$ cat config.mk
export PLATFORM = sky130hd
export DESIGN_NAME = tdc_thermo_decoder_flat
export DESIGN_NICKNAME = d
export VERILOG_FILES = /design/src/rtl/tdc_dec_pkg.sv /design/src/rtl/tdc_thermo_decoder_if.sv /design/src/rtl/tdc_code_accum.sv /design/src/rtl/tdc_thermo_decoder.sv /design/src/flat_wrapper.sv
export SDC_FILE = /design/constraint.sdc
export NUM_CORES = 1
export LEC_CHECK = 0
export CAP_MARGIN = 10
export CORE_MARGIN = 2
export CORE_UTILIZATION = 61
export DETAILED_ROUTE_END_ITERATION = 10
export PLACE_DENSITY = 0.83
export SLEW_MARGIN = 20
export SYNTH_ARGS = -nofsm -noshare
export SYNTH_HDL_FRONTEND = slang
export SYNTH_SLANG_ARGS = --single-unit
$ cat constraint.sdc
create_clock -name clk -period 18.9 [get_ports clk]
set_input_delay 2.835 -clock clk [delete_from_list [all_inputs] [get_ports clk]]
set_output_delay 2.835 -clock clk [all_outputs]
set_load 0.1 [all_outputs]
$ cat src/rtl/tdc_dec_pkg.sv
// Shared definitions for the TDC thermometer decoder: default chain length,
// derived widths, majority vote and thermometer-to-binary conversion.
package tdc_dec_pkg;

  localparam int unsigned NTdcDefault = 32;
  // Upper bound on chain length accepted by therm2bin; callers zero-extend.
  localparam int unsigned MaxTdc      = 256;

  function automatic int unsigned calc_code_w(input int unsigned n_tdc);
    return $clog2(n_tdc + 1);
  endfunction

  function automatic int unsigned calc_sum_w(input int unsigned n_tdc,
                                             input int unsigned navg_log2);
    return calc_code_w(n_tdc) + navg_log2;
  endfunction

  function automatic logic maj3(input logic a, input logic b, input logic c);
    return (a & b) | (a & c) | (b & c);
  endfunction

  // Number of consecutive ones starting at bit 0 (index of the first zero).
  function automatic int unsigned therm2bin(input logic [MaxTdc-1:0] c);
    int unsigned cnt = 0;
    logic        run = 1'b1;
    for (int unsigned i = 0; i < MaxTdc; i++) begin
      if (run && c[i]) cnt++;
      else             run = 1'b0;
    end
    return cnt;
  endfunction

endpackage

$ cat src/rtl/tdc_thermo_decoder_if.sv
// Sample-in / code-and-sum-out bundle of the TDC thermometer decoder.
// master: the side feeding chain samples; slave: the decoder.
interface tdc_thermo_decoder_if
  import tdc_dec_pkg::*;
#(
  parameter int unsigned N_TDC     = NTdcDefault,
  parameter int unsigned NAVG_LOG2 = 2
);
  localparam int unsigned CodeW = calc_code_w(N_TDC);
  localparam int unsigned SumW  = calc_sum_w(N_TDC, NAVG_LOG2);

  logic [N_TDC-1:0] therm_in;
  logic             pr_in;
  logic             in_valid;
  logic             acc_clr;
  logic [CodeW-1:0] code_out;
  logic             code_valid;
  logic             ovf;
  logic             unf;
  logic             bubble_err;
  logic [SumW-1:0]  sum_out;
  logic             sum_valid;

  modport master (
    output therm_in, pr_in, in_valid, acc_clr,
    input  code_out, code_valid, ovf, unf, bubble_err, sum_out, sum_valid
  );

  modport slave (
    input  therm_in, pr_in, in_valid, acc_clr,
    output code_out, code_valid, ovf, unf, bubble_err, sum_out, sum_valid
  );

endinterface

$ cat src/rtl/tdc_code_accum.sv
// Sums 2^NavgLog2 decoded codes and strobes the total out; a clear zeroes the
// running sum and count and takes priority over a coincident code.
module tdc_code_accum #(
  parameter int unsigned CodeW    = 6,
  parameter int unsigned NavgLog2 = 2
) (
  input  logic                      clk,
  input  logic                      rst,
  input  logic                      code_valid_i,
  input  logic [CodeW-1:0]          code_i,
  input  logic                      clr_i,
  output logic [CodeW+NavgLog2-1:0] sum_o,
  output logic                      sum_valid_o
);
  localparam int unsigned SumW = CodeW + NavgLog2;

  logic [SumW-1:0]     sum_q;
  logic [NavgLog2-1:0] cnt_q;
  logic [SumW-1:0]     sum_out_q;
  logic                sum_valid_q;
  logic [SumW-1:0]     sum_next;

  assign sum_next = sum_q + SumW'(code_i);

  // Running sum, sample counter and registered sum strobe.
  always_ff @(posedge clk or posedge rst) begin
    if (rst) begin
      sum_q       <= '0;
      cnt_q       <= '0;
      sum_out_q   <= '0;
      sum_valid_q <= 1'b0;
    end else begin
      sum_valid_q <= 1'b0;
      if (clr_i) begin
        sum_q <= '0;
        cnt_q <= '0;
      end else if (code_valid_i) begin
        if (&cnt_q) begin
          sum_out_q   <= sum_next;
          sum_valid_q <= 1'b1;
          sum_q       <= '0;
          cnt_q       <= '0;
        end else begin
          sum_q <= sum_next;
          cnt_q <= cnt_q + 1'b1;
        end
      end
    end
  end

  assign sum_o       = sum_out_q;
  assign sum_valid_o = sum_valid_q;

endmodule

$ cat src/rtl/tdc_thermo_decoder.sv
// TDC delay-chain receive decoder: polarity normalisation, optional majority-3
// bubble correction (enabled by defining TDC_BUBBLE_CORR_EN), thermometer to
// binary conversion with range/bubble flags, and code accumulation.
module tdc_thermo_decoder
  import tdc_dec_pkg::*;
#(
  parameter int unsigned N_TDC     = NTdcDefault,
  parameter int unsigned NAVG_LOG2 = 2
) (
  input logic               clk,
  input logic               rst,
  tdc_thermo_decoder_if.slave bus
);
  localparam int unsigned CodeW = calc_code_w(N_TDC);
  localparam int unsigned SumW  = calc_sum_w(N_TDC, NAVG_LOG2);

  logic [N_TDC-1:0] w_q;
  logic             v1_q;
  logic [N_TDC-1:0] c;
  logic [CodeW-1:0] code_d, code_q;
  logic             ovf_d, ovf_q;
  logic             unf_d, unf_q;
  logic             bub_d, bub_q;
  logic             code_valid_q;
  logic [SumW-1:0]  sum_out;
  logic             sum_valid;

  // Stage 1: capture the sample with pr_in=0 meaning the chain saw inverted polarity.
  always_ff @(posedge clk or posedge rst) begin
    if (rst) begin
      w_q  <= '0;
      v1_q <= 1'b0;
    end else begin
      v1_q <= bus.in_valid;
      if (bus.in_valid) w_q <= bus.pr_in ? bus.therm_in : ~bus.therm_in;
    end
  end

`ifdef TDC_BUBBLE_CORR_EN
  // Pad with a 1 below the chain input and a 0 above the chain end.
  logic [N_TDC+1:0] w_pad;
  assign w_pad = {1'b0, w_q, 1'b1};
  for (genvar i = 0; i < N_TDC; i++) begin : g_maj
    assign c[i] = maj3(w_pad[i], w_pad[i+1], w_pad[i+2]);
  end
`else
  assign c = w_q;
`endif

  // Stage 2 decode: leading-ones count plus range and monotonicity flags.
  always_comb begin
    code_d = CodeW'(therm2bin(MaxTdc'(c)));
    ovf_d  = &c;
    unf_d  = ~|c;
    // A 1 directly above a 0 anywhere means the word is not a thermometer code.
    bub_d  = |(c[N_TDC-1:1] & ~c[N_TDC-2:0]);
  end

  // Stage 2 registers; decoded fields hold between strobes.
  always_ff @(posedge clk or posedge rst) begin
    if (rst) begin
      code_q       <= '0;
      ovf_q        <= 1'b0;
      unf_q        <= 1'b0;
      bub_q        <= 1'b0;
      code_valid_q <= 1'b0;
    end else begin
      code_valid_q <= v1_q;
      if (v1_q) begin
        code_q <= code_d;
        ovf_q  <= ovf_d;
        unf_q  <= unf_d;
        bub_q  <= bub_d;
      end
    end
  end

  tdc_code_accum #(
    .CodeW    (CodeW),
    .NavgLog2 (NAVG_LOG2)
  ) u_accum (
    .clk          (clk),
    .rst          (rst),
    .code_valid_i (code_valid_q),
    .code_i       (code_q),
    .clr_i        (bus.acc_clr),
    .sum_o        (sum_out),
    .sum_valid_o  (sum_valid)
  );

  assign bus.code_out   = code_q;
  assign bus.code_valid = code_valid_q;
  assign bus.ovf        = ovf_q;
  assign bus.unf        = unf_q;
  assign bus.bubble_err = bub_q;
  assign bus.sum_out    = sum_out;
  assign bus.sum_valid  = sum_valid;

endmodule
$ cat src/flat_wrapper.sv
// flat-port wrapper written by rule: the top's interface ports become plain ports
module tdc_thermo_decoder_flat import tdc_dec_pkg::*;
#(
  parameter int unsigned N_TDC     = NTdcDefault,
  parameter int unsigned NAVG_LOG2 = 2
)
  (clk, rst, bus_therm_in, bus_pr_in, bus_in_valid, bus_acc_clr, bus_code_out, bus_code_valid, bus_ovf, bus_unf, bus_bubble_err, bus_sum_out, bus_sum_valid);
  tdc_thermo_decoder_if #(.N_TDC(N_TDC), .NAVG_LOG2(NAVG_LOG2)) bus_i ();
  input logic clk;
  input logic rst;
  input wire logic [$bits(bus_i.therm_in)-1:0] bus_therm_in;
  input wire logic [$bits(bus_i.pr_in)-1:0] bus_pr_in;
  input wire logic [$bits(bus_i.in_valid)-1:0] bus_in_valid;
  input wire logic [$bits(bus_i.acc_clr)-1:0] bus_acc_clr;
  output wire logic [$bits(bus_i.code_out)-1:0] bus_code_out;
  output wire logic [$bits(bus_i.code_valid)-1:0] bus_code_valid;
  output wire logic [$bits(bus_i.ovf)-1:0] bus_ovf;
  output wire logic [$bits(bus_i.unf)-1:0] bus_unf;
  output wire logic [$bits(bus_i.bubble_err)-1:0] bus_bubble_err;
  output wire logic [$bits(bus_i.sum_out)-1:0] bus_sum_out;
  output wire logic [$bits(bus_i.sum_valid)-1:0] bus_sum_valid;
  assign bus_i.therm_in = bus_therm_in;
  assign bus_i.pr_in = bus_pr_in;
  assign bus_i.in_valid = bus_in_valid;
  assign bus_i.acc_clr = bus_acc_clr;
  assign bus_code_out = bus_i.code_out;
  assign bus_code_valid = bus_i.code_valid;
  assign bus_ovf = bus_i.ovf;
  assign bus_unf = bus_i.unf;
  assign bus_bubble_err = bus_i.bubble_err;
  assign bus_sum_out = bus_i.sum_out;
  assign bus_sum_valid = bus_i.sum_valid;
  tdc_thermo_decoder #(.N_TDC(N_TDC), .NAVG_LOG2(NAVG_LOG2)) u_core (.clk(clk), .rst(rst), .bus(bus_i));
endmodule
# == Yosys cells after proc, flatten, opt, wreduce, memory -nomap -nowiden ==
# Cells that the tools add are included.
# op_classes
addsub,33
mux,73
bitwise_logic,4
reduce_logical,38
# op_table
op,n
$mux W6,30
$add A6 B1 Y6 const B,29
$mux W1,35
$mux W32,1
$not A32 Y32,1
$reduce_and A32 Y1,1
$reduce_or A32 Y1,1
$and A31 B31 Y31,1
$logic_and A1 B1 Y1,31
$not A31 Y31,1
$reduce_or A31 Y1,1
$mux W8,3
$add A8 B6 Y8,1
$mux W2,4
$reduce_and A4 Y1,1
$add A2 B1 Y3 const B,1
$add A1 B1 Y2 const B,1
$add A2 B1 Y2 const B,1
$reduce_and A2 Y1,1
$reduce_bool A2 Y1,1
$logic_not A1 Y1,1
$not A1 Y1,1
# totals
ff_bits,62
input_bits,37
out_inout_bits,19
elab_cells,159

# == Depth between registers and ports, before layout ==
# Gate-level depths: netlist of the first run.
# depth
word_depth,63
ltp_mapped,79
depth_no_buf,78

# == By module ==
# Synthesis of the first run repeated with hierarchy kept, for this count alone.
# hier_totals
hier_cells,860
area_unflattened_um2,6925.4
# modules_own_cells
mod,n_inst,cells_per_inst,area_per_inst_um2,seq_area_each_um2
tdc_thermo_decoder,1,761,5895.7,1076.0
tdc_code_accum,1,99,1029.7,475.5

# == Worst setup path after synthesis of the first run ==
# Ideal clock, no wire load.
# synth_path
path_type,register to register
from,"register u_core.w_q[1], in the netlist u_core.c[1]"
to,"register u_core.code_q[5], in the netlist u_core.bus.code_out[5]"
setup_ns,0.126
t_arrival_ns,13.302
required_ns,18.774
slack_ns,5.472
stages_incl_launch_ff,78
path_buffers,2
synth_period_minus_slack_ns,13.428
path_cell_list,dfrtp_1 -> buf_2 -> nand2_1 -> inv_1 -> ha_1 -> nor2_1 -> nor2_1 -> ha_1 -> and2_1 -> nor2_1 -> nor2_1 -> ha_1 -> nor4b_1 -> nor2_1 -> ha_1 -> nor2_1 -> a211oi_1 -> a211oi_1 -> [42 not listed] -> a21oi_1 -> ha_1 -> mux2i_1 -> mux2i_1 -> ha_1 -> nand2_1 -> nand2_1 -> ha_1 -> nand2_1 -> xor2_1 -> nor2_1 -> xnor2_1 -> and3_1 -> a21oi_1 -> o21ai_0 -> mux2_1 -> xnor3_1 -> mux2_2
# synth_via
elab_chain_cells,62
elab_cells_between_ends,122
cone_classes,add/sub (30); mux (61); reduce/logical (31)
# synth_rtl
element,line,text
"start, declared",tdc_thermo_decoder.sv:17,logic [N_TDC-1:0] w_q;
"start signal, assigned",tdc_thermo_decoder.sv:35,if (bus.in_valid) w_q <= bus.pr_in ? bus.therm_in : ~bus.therm_in;
$logic_and A1 B1 Y1 (*),tdc_dec_pkg.sv:27,if (run && c[i]) cnt++;
$mux W2 or $mux W1 (tied branches),tdc_dec_pkg.sv:27,
$add A2 B1 Y3 or $logic_and A1 B1 Y1 (tied branches),tdc_dec_pkg.sv:27,
$mux W6 or $mux W1 (tied branches),tdc_dec_pkg.sv:27,
$add A6 B1 Y6 or $logic_and A1 B1 Y1 (tied branches),tdc_dec_pkg.sv:27,
$mux W6 or $mux W1 (tied branches),tdc_dec_pkg.sv:27,
$add A6 B1 Y6 or $logic_and A1 B1 Y1 (tied branches),tdc_dec_pkg.sv:27,
$mux W6 or $mux W1 (tied branches),tdc_dec_pkg.sv:27,
[46 not listed],n/a,
$add A6 B1 Y6 or $logic_and A1 B1 Y1 (tied branches),tdc_dec_pkg.sv:27,
$mux W6 or $mux W1 (tied branches),tdc_dec_pkg.sv:27,
$add A6 B1 Y6 or $logic_and A1 B1 Y1 (tied branches),tdc_dec_pkg.sv:27,
$mux W6 or $mux W1 (tied branches),tdc_dec_pkg.sv:27,
$add A6 B1 Y6 or $logic_and A1 B1 Y1 (tied branches),tdc_dec_pkg.sv:27,
$mux W6 or $mux W1 (tied branches),tdc_dec_pkg.sv:27,
$add A6 B1 Y6 or $logic_and A1 B1 Y1 (tied branches),tdc_dec_pkg.sv:27,
$mux W6 (*),tdc_dec_pkg.sv:27,
"end signal, assigned",tdc_thermo_decoder.sv:70,code_q <= code_d;
"end, declared",tdc_thermo_decoder.sv:20,"logic [CodeW-1:0] code_d, code_q;"
# Mark *: on every way between the ends. The rest lies on a longest branch, timed or not.
# A chain may end at the register's enable or synchronous reset.

# == Final worst setup path of the first run ==
# layout_path
from,"register u_core.w_q[2], in the netlist u_core.c[2]"
to,"register u_core.code_q[5], in the netlist u_core.bus.code_out[5]"
# layout_via
elab_chain_cells,60
elab_cells_between_ends,118
cone_classes,add/sub (29); mux (59); reduce/logical (30)
# layout_rtl
element,line
$logic_and A1 B1 Y1 (*),tdc_dec_pkg.sv:27
$mux W6 or $mux W1 (tied branches),tdc_dec_pkg.sv:27
$add A6 B1 Y6 or $logic_and A1 B1 Y1 (tied branches),tdc_dec_pkg.sv:27
$mux W6 or $mux W1 (tied branches),tdc_dec_pkg.sv:27
$add A6 B1 Y6 or $logic_and A1 B1 Y1 (tied branches),tdc_dec_pkg.sv:27
$mux W6 or $mux W1 (tied branches),tdc_dec_pkg.sv:27
$add A6 B1 Y6 or $logic_and A1 B1 Y1 (tied branches),tdc_dec_pkg.sv:27
$mux W6 or $mux W1 (tied branches),tdc_dec_pkg.sv:27
[44 not listed],n/a
$add A6 B1 Y6 or $logic_and A1 B1 Y1 (tied branches),tdc_dec_pkg.sv:27
$mux W6 or $mux W1 (tied branches),tdc_dec_pkg.sv:27
$add A6 B1 Y6 or $logic_and A1 B1 Y1 (tied branches),tdc_dec_pkg.sv:27
$mux W6 or $mux W1 (tied branches),tdc_dec_pkg.sv:27
$add A6 B1 Y6 or $logic_and A1 B1 Y1 (tied branches),tdc_dec_pkg.sv:27
$mux W6 or $mux W1 (tied branches),tdc_dec_pkg.sv:27
$add A6 B1 Y6 or $logic_and A1 B1 Y1 (tied branches),tdc_dec_pkg.sv:27
$mux W6 (*),tdc_dec_pkg.sv:27
# Marked as above.

==> results of run 1 <==
[per-stage QoR]
stage	instance area (µm²)	hold WS (ps)	setup slack, ps	total power (W)	util (%)
after detailed placement	7580	473	4020	0.000368	66.9
after global routing	7870	519	2400	0.000561	69.5
after CTS	7870	485	3950	0.000530	69.5
final	7870	483	3690	0.000531	69.5
after floorplan	7040	438	5470	0.000318	-
after global placement	7580	467	4760	0.000360	66.9
[layout make-up]
| type | count | area, µm² |
|---|---|---|
| tap | 143 | 179 |
| sequential | 62 | 1550 |
| timing repair buffer | 57 | 561 |
| multi-input combinational | 724 | 5180 |
| clock buffer | 10 | 229 |
| fill | 922 | 3450 |
| clock inverter | 6 | 62.6 |
| inverter | 29 | 109 |
[critical path: cells and delay by family (launching register included)]
| kind | cells | cell delay (ps) |
|---|---|---|
| compound gates | 19 | 3930 |
| xor+xnor | 3 | 600 |
| fa+ha+maj | 16 | 4770 |
| buf+inv | 1 | 110 |
| flops | 1 | 500 |
| mux | 9 | 1550 |
| simple gates | 26 | 3650 |
[routing by layer]
layer  track usage, %  up-vias  share of wire [%]
met3             3.38       42                4.8
li1                 -     3128                  -
met2             50.7      226                 49
met5                0        -                  0
met1             39.7     3153                 44
met4             8.07        0                2.1
[sequential cells by signal, indices dropped and copies added, names as in the netlist]
| name | count |
|---|---|
| u_core.bus.bubble_err | 1 |
| u_core.bus.code_out | 6 |
| u_core.bus.code_valid | 1 |
| u_core.bus.ovf | 1 |
| u_core.bus.unf | 1 |
| u_core.c | 32 |
| u_core.u_accum.cnt_q | 2 |
| u_core.u_accum.sum_o | 8 |
| u_core.u_accum.sum_q | 8 |
| u_core.u_accum.sum_valid_o | 1 |
| u_core.v1_q | 1 |
[cell families after synthesis]
| family | synth area share (%) |
|---|---|
| AND/OR/NAND/NOR | 25.6 |
| buffers and inverters | 4.46 |
| multiplexers | 10.4 |
| XOR/XNOR | 15.7 |
| adder cells (fa/ha/maj) | 6.68 |
| AO/OA/AOI/OAI | 15.2 |
| flip-flops | 22.0 |
[how the worst max path moves through the flow]
stage / from / endpoint / slack, ps / cells past startpoint
floorplan: u_core.c[1] / u_core.bus.code_out[5] / 5470 / 77
detailed placement: u_core.c[2] / u_core.bus.code_out[5] / 4020 / 75
global placement: u_core.c[0] / u_core.bus.code_out[5] / 4760 / 75
finish: u_core.c[2] / u_core.bus.code_out[5] / 3690 / 74
global route: u_core.c[2] / u_core.bus.code_out[5] / 2400 / 75
CTS: u_core.c[2] / u_core.bus.code_out[5] / 3950 / 75
[where the power goes]
group          switching, W  total, W  internal, W
Combinational      0.000112  0.000192    0.0000800
Clock             0.0000601  0.000162     0.000102
Sequential        0.0000312  0.000177     0.000146
[synthesized netlist by cell type, types with 4 or more instances]
cell	count	area share, %
nor2b_1	12	1.1
o21a_1	5	0.53
buf_1	6	0.32
xnor3_1	9	2.9
a31oi_1	6	0.53
ha_1	36	6.4
nand4_1	11	0.98
nor4_1	19	1.7
nor3_1	22	1.6
inv_1	29	1.5
xnor2_2	4	0.92
nand3_1	32	2.3
o21ai_0	51	3.6
nand2_1	98	5.2
clkbuf_1	28	1.5
a21boi_0	4	0.43
mux2_2	38	6.1
and2_1	12	1.1
or3_1	6	0.53
a21o_1	4	0.43
and3_1	6	0.53
buf_2	14	0.99
a21oi_1	45	3.2
nand2b_1	9	0.80
nor3_2	5	0.71
a211oi_1	5	0.53
xor2_1	15	1.9
a311oi_1	5	0.62
xnor2_1	67	8.3
mux2i_1	27	3.8
o22ai_1	7	0.62
nand3b_1	4	0.43
nor2_1	84	4.5
dfrtp_1	62	22
a31o_2	4	0.50
or2_2	4	0.36
o211ai_1	4	0.43
==> results.yml, run 1 <==
setup_path:
  endpoint_kind: "flip-flop"
  critPathArrivalTime_ps: 15430
  worst-r2r-cell-count: 74
  r2r-end: "u_core.bus.code_out[5]"
  worstSetupStartpointType: "flip-flop"
  regToRegSetupSlack_ps: 3690
  crit_slowest_cell: "or4_1"
  max_stage_delay_ps: 530
  cp.required_ps: 19120
  cp_max_fo: 9
  crit_type: "flip-flop to flip-flop"
  rr_startpoint: "u_core.c[2]"
  cp_common_cell: "ha_1"
sta:
  worst_pin_slew_ps: 1010
  drv_slew: 0
  fmaxAchievable_mhz: 65.7
  slew-limit-headroom_pct: 32.4
  fin_skew_ps: 5.03
  rsz0062_at_grt: "false"
  finalSetupTns_ps: 0
  hold_viol_final: 0
  post-route-period-util_pct: 80.5
  setup_viol_count_final: 0
  fin_crit_ps: 15210
drt:
  via_per_inst: 6.35
  routed_wl_um: 18200
  drt_iter0_markers: 494
  dr.pass1.iters: 7
  vias: 6549
  post-route-drc-count: 0
  route.detailed.wl_per_inst_um: 17.6
  ant_nets: 0
logic_synthesis:
  synth_flop_cell: "dfrtp_1"
  synth-edff-count: 0
  netlist_instances: 864
  synthArstFlopShare_pct: 100
  synth_fp_nets: 938
  synth.distinct_cells: 80
  synth_area_per_cell_um2: 8.15
  ys_ff_latch: 62
  ys_seq_area_share_pct: 22.0
  yosysWarnings: 0
  syn_area_um2: 7040
worst_hold_path:
  hold_end: "u_core.u_accum.sum_o[7]"
  hp-start: "u_core.u_accum.sum_o[7]"
  holdCritPathClass: "flip-flop to flip-flop"
  hold_path_depth: 2
power:
  power.leakage_nw: 3.26
  vdd.ir_drop.worst_v: 0.0000754
  power_density_nw_per_um2: 67.5
floorplanning:
  start_util_pct: 62.2
  pin_count: 56
  dieWidth_um: 111
  die_area_um2: 12400
  rows: 39
  die_h_um: 111
  core_area_um2: 11300
cts:
  holdBufCountCts: 0
  root_buffer: "clkbuf_16"
  post_cts.repair.setup_buffers: 0
  cts_tree: "done"
  cts-resized-gates: 0
  cts.clk_slew.worst_paths_ps: 60
  ctsHtreeMaxLevel: 3
  cts_buffer_depth: 2
  cts_inserted_buffers: 9
  cts.sinks: 62
  clock_latency_ps: 340
place:
  dp_hpwl_um: 13900
  gp_congestion: 0.907
  dp.cells: 1015
  portBuffers: 55
global_route:
  first_global_vias: 6402
  track_usage_pct: 29.5
  grt_overflow: 0
  grt_pass1_wl_um: 30400
  antenna_found_initial: 0
  grt_max_degree: 63
finish:
  nets: 957
  drive_gt1_share_pct: 10.5
  final_common_cell: "nand2_1"
  area_delta_synth_final_pct: 11.7
  diodes: 0
  final_cell_mix: "98 x nand2_1, 84 x nor2_1, 67 x xnor2_1, 62 x dfrtp_1, 54 x clkdlybuf4s50_1"
  stdcell_count: 1031
flow_run:
  max_cap_violations: 0
outcome:
  status: "complete, no violations"
(Power assumes the default switching activity.)
==> run 2: changes to the inputs <==
==> constraint.sdc (replaced) <==
create_clock -name clk -period 14.7 [get_ports clk]
set_input_delay 2.205 -clock clk [delete_from_list [all_inputs] [get_ports clk]]
set_output_delay 2.205 -clock clk [all_outputs]
set_load 0.1 [all_outputs]
==> run 2 against run 1 <==
Routed wire length up 7.4%. Register-to-register slack worse by 3000 ps. Sequential power up 29%. Largest cell class unchanged. Critical path type unchanged. Clock-buffer cell count unchanged. Final area up 4.1%. Critical path depth up 2.
==> results.yml, run 2 (synthesis results as in run 1) <==
floorplanning:
  rows: 39
  dieWidth_um: 111
  die_area_um2: 12400
  core_area_um2: 11300
  start_util_pct: 62.2
  die_h_um: 111
  pin_count: 56
power:
  p_seq_share_pct: 30.7
  power.leakage_nw: 3.36
  power_density_nw_per_um2: 91.3
  switching_share_pct: 38.2
  clockPowerShare_pct: 31.8
  p_comb_share_pct: 37.5
  switching_power_w: 0.000286
  vdd.ir_drop.worst_v: 0.000101
  total_power_w: 0.000749
  p_int_w: 0.000463
drt:
  drt_iter0_markers: 585
  post-route-drc-count: 0
  via_per_inst: 6.50
  vias: 6821
  routed_wl_um: 19500
  ant_nets: 0
  dr.pass1.iters: 5
  route.detailed.wl_per_inst_um: 18.6
cts:
  cts_inserted_buffers: 9
  clock_latency_ps: 340
  cts.clk_slew.worst_paths_ps: 60
  cts.sinks: 62
  cts_tree: "done"
  ctsHtreeMaxLevel: 3
  root_buffer: "clkbuf_16"
  holdBufCountCts: 0
  cts_buffer_depth: 2
setup_path:
  endpoint_kind: "flip-flop"
  critPathBufInv: 2
  endpoint: "u_core.bus.code_out[5]"
  crit_family: "adder cells"
  worstSetupStartpointType: "flip-flop"
  cp.depth: 76
  regToRegSetupSlack_ps: 680
  cp_max_fo: 8
  cp.required_ps: 14930
  critPathArrivalTime_ps: 14250
  rr_startpoint: "u_core.c[0]"
  critPathLaunch: "u_core.c[0]"
  cp_common_cell: "ha_1"
  worst-r2r-cell-count: 76
  max_stage_delay_ps: 480
  crit_type: "flip-flop to flip-flop"
  r2r-end: "u_core.bus.code_out[5]"
  crit_slowest_cell: "dfrtp_2"
place:
  dp.cells: 1016
  dp_hpwl_um: 13900
  gp_congestion: 0.905
  portBuffers: 55
sta:
  drv_slew: 0
  hold_viol_final: 0
  fmaxAchievable_mhz: 71.3
  fin_skew_ps: 6.49
  finalSetupTns_ps: 0
  setup_viol_count_final: 0
  whs_ps: 498
  worst_pin_slew_ps: 1020
  fin_crit_ps: 14020
  slew-limit-headroom_pct: 32.1
  post-route-period-util_pct: 95.4
worst_hold_path:
  hp-start: "u_core.u_accum.sum_o[2]"
  holdCritPathClass: "flip-flop to flip-flop"
global_route:
  use_met2_pct: 53.2
  use_met3_pct: 3.16
  globalRouteMet1Util_pct: 40.0
  antenna_found_initial: 0
  grt_most_used_layer: "met2"
  first_global_vias: 6524
  grt_overflow: 0
  grt_pass1_wl_um: 31500
  grt_max_degree: 63
  track_usage_pct: 30.6
finish:
  drive_gt1_share_pct: 15.7
  postLayoutCoreUtil_pct: 72.4
  final_common_cell: "nand2_1"
  nets: 975
  stdcell_count: 1049
  area_delta_synth_final_pct: 16.4
  largest_reg_flops: 32
  final_cell_mix: "95 x nand2_1, 81 x nor2_1, 67 x xnor2_1, 59 x dfrtp_1, 54 x clkdlybuf4s50_1"
  diodes: 0
outcome:
  status: "complete, no violations"
flow_run:
  max_cap_violations: 0
[run 2: cell count changes in the layout (fill, tap and decap cells not counted), moves of 4 or more]
| cell | previous run | this run |
|---|---|---|
| ha_1 | 36 | 32 |
| o21ai_0 | 51 | 47 |
| buf_4 | 2 | 20 |
| a211oi_1 | 5 | 1 |
| o21ai_1 | 3 | 7 |
[run 2: worst min path at each step]
stage | to | slack (ps) | cells after the start
floorplan | u_core.bus.code_valid | 440 | 0
global placement | u_core.u_accum.sum_o[7] | 470 | 2
detailed placement | u_core.u_accum.sum_o[2] | 470 | 2
CTS | u_core.u_accum.sum_o[2] | 490 | 2
global route | u_core.u_accum.sum_o[2] | 520 | 2
finish | u_core.u_accum.sum_o[2] | 500 | 2
[run 2: what timing repair did]
item / in CTS / in global routing
pin swaps: 0 / 14
gates resized for setup: 7 / 31
buffers inserted: 0 / 17
setup endpoints to repair: 2 / 5
[run 2: layout make-up]
class / instances / area (µm²)
multi-input combinational: 724 / 5330
clock buffer: 10 / 239
tap: 143 / 179
timing repair buffer: 75 / 696
sequential: 62 / 1560
inverter: 29 / 109
fill: 834 / 3120
clock inverter: 6 / 92.6
[run 2: tightest hold or removal path: stages, from the launching register on]
cell,delay (ps)
dfrtp_1,350
nand2_1,50
o21ai_0,60
[run 2: routing by layer]
metal	wire length, µm	part of all wire [%]
met5	0	0
met4	450	2.3
met3	1260	6.4
met2	9620	49
met1	8200	42
[run 2: stage by stage]
stage               cell area (µm²)  setup WS, ps
floorplan                      7040          1270
global placement               7590           739
detailed placement             7590         -16.1
CTS                            7940          13.2
global route                   8200          -121
finish                         8200           676
[run 2: power groups by stage]
stage	clock, W	sequential, W	combinational, W
after floorplan	0	0.000224	0.000186
after global placement	0	0.000228	0.000235
after detailed placement	0	0.000230	0.000244
after CTS	0.000240	0.000227	0.000249
after global routing	0.000246	0.000233	0.000305
final	0.000238	0.000229	0.000281
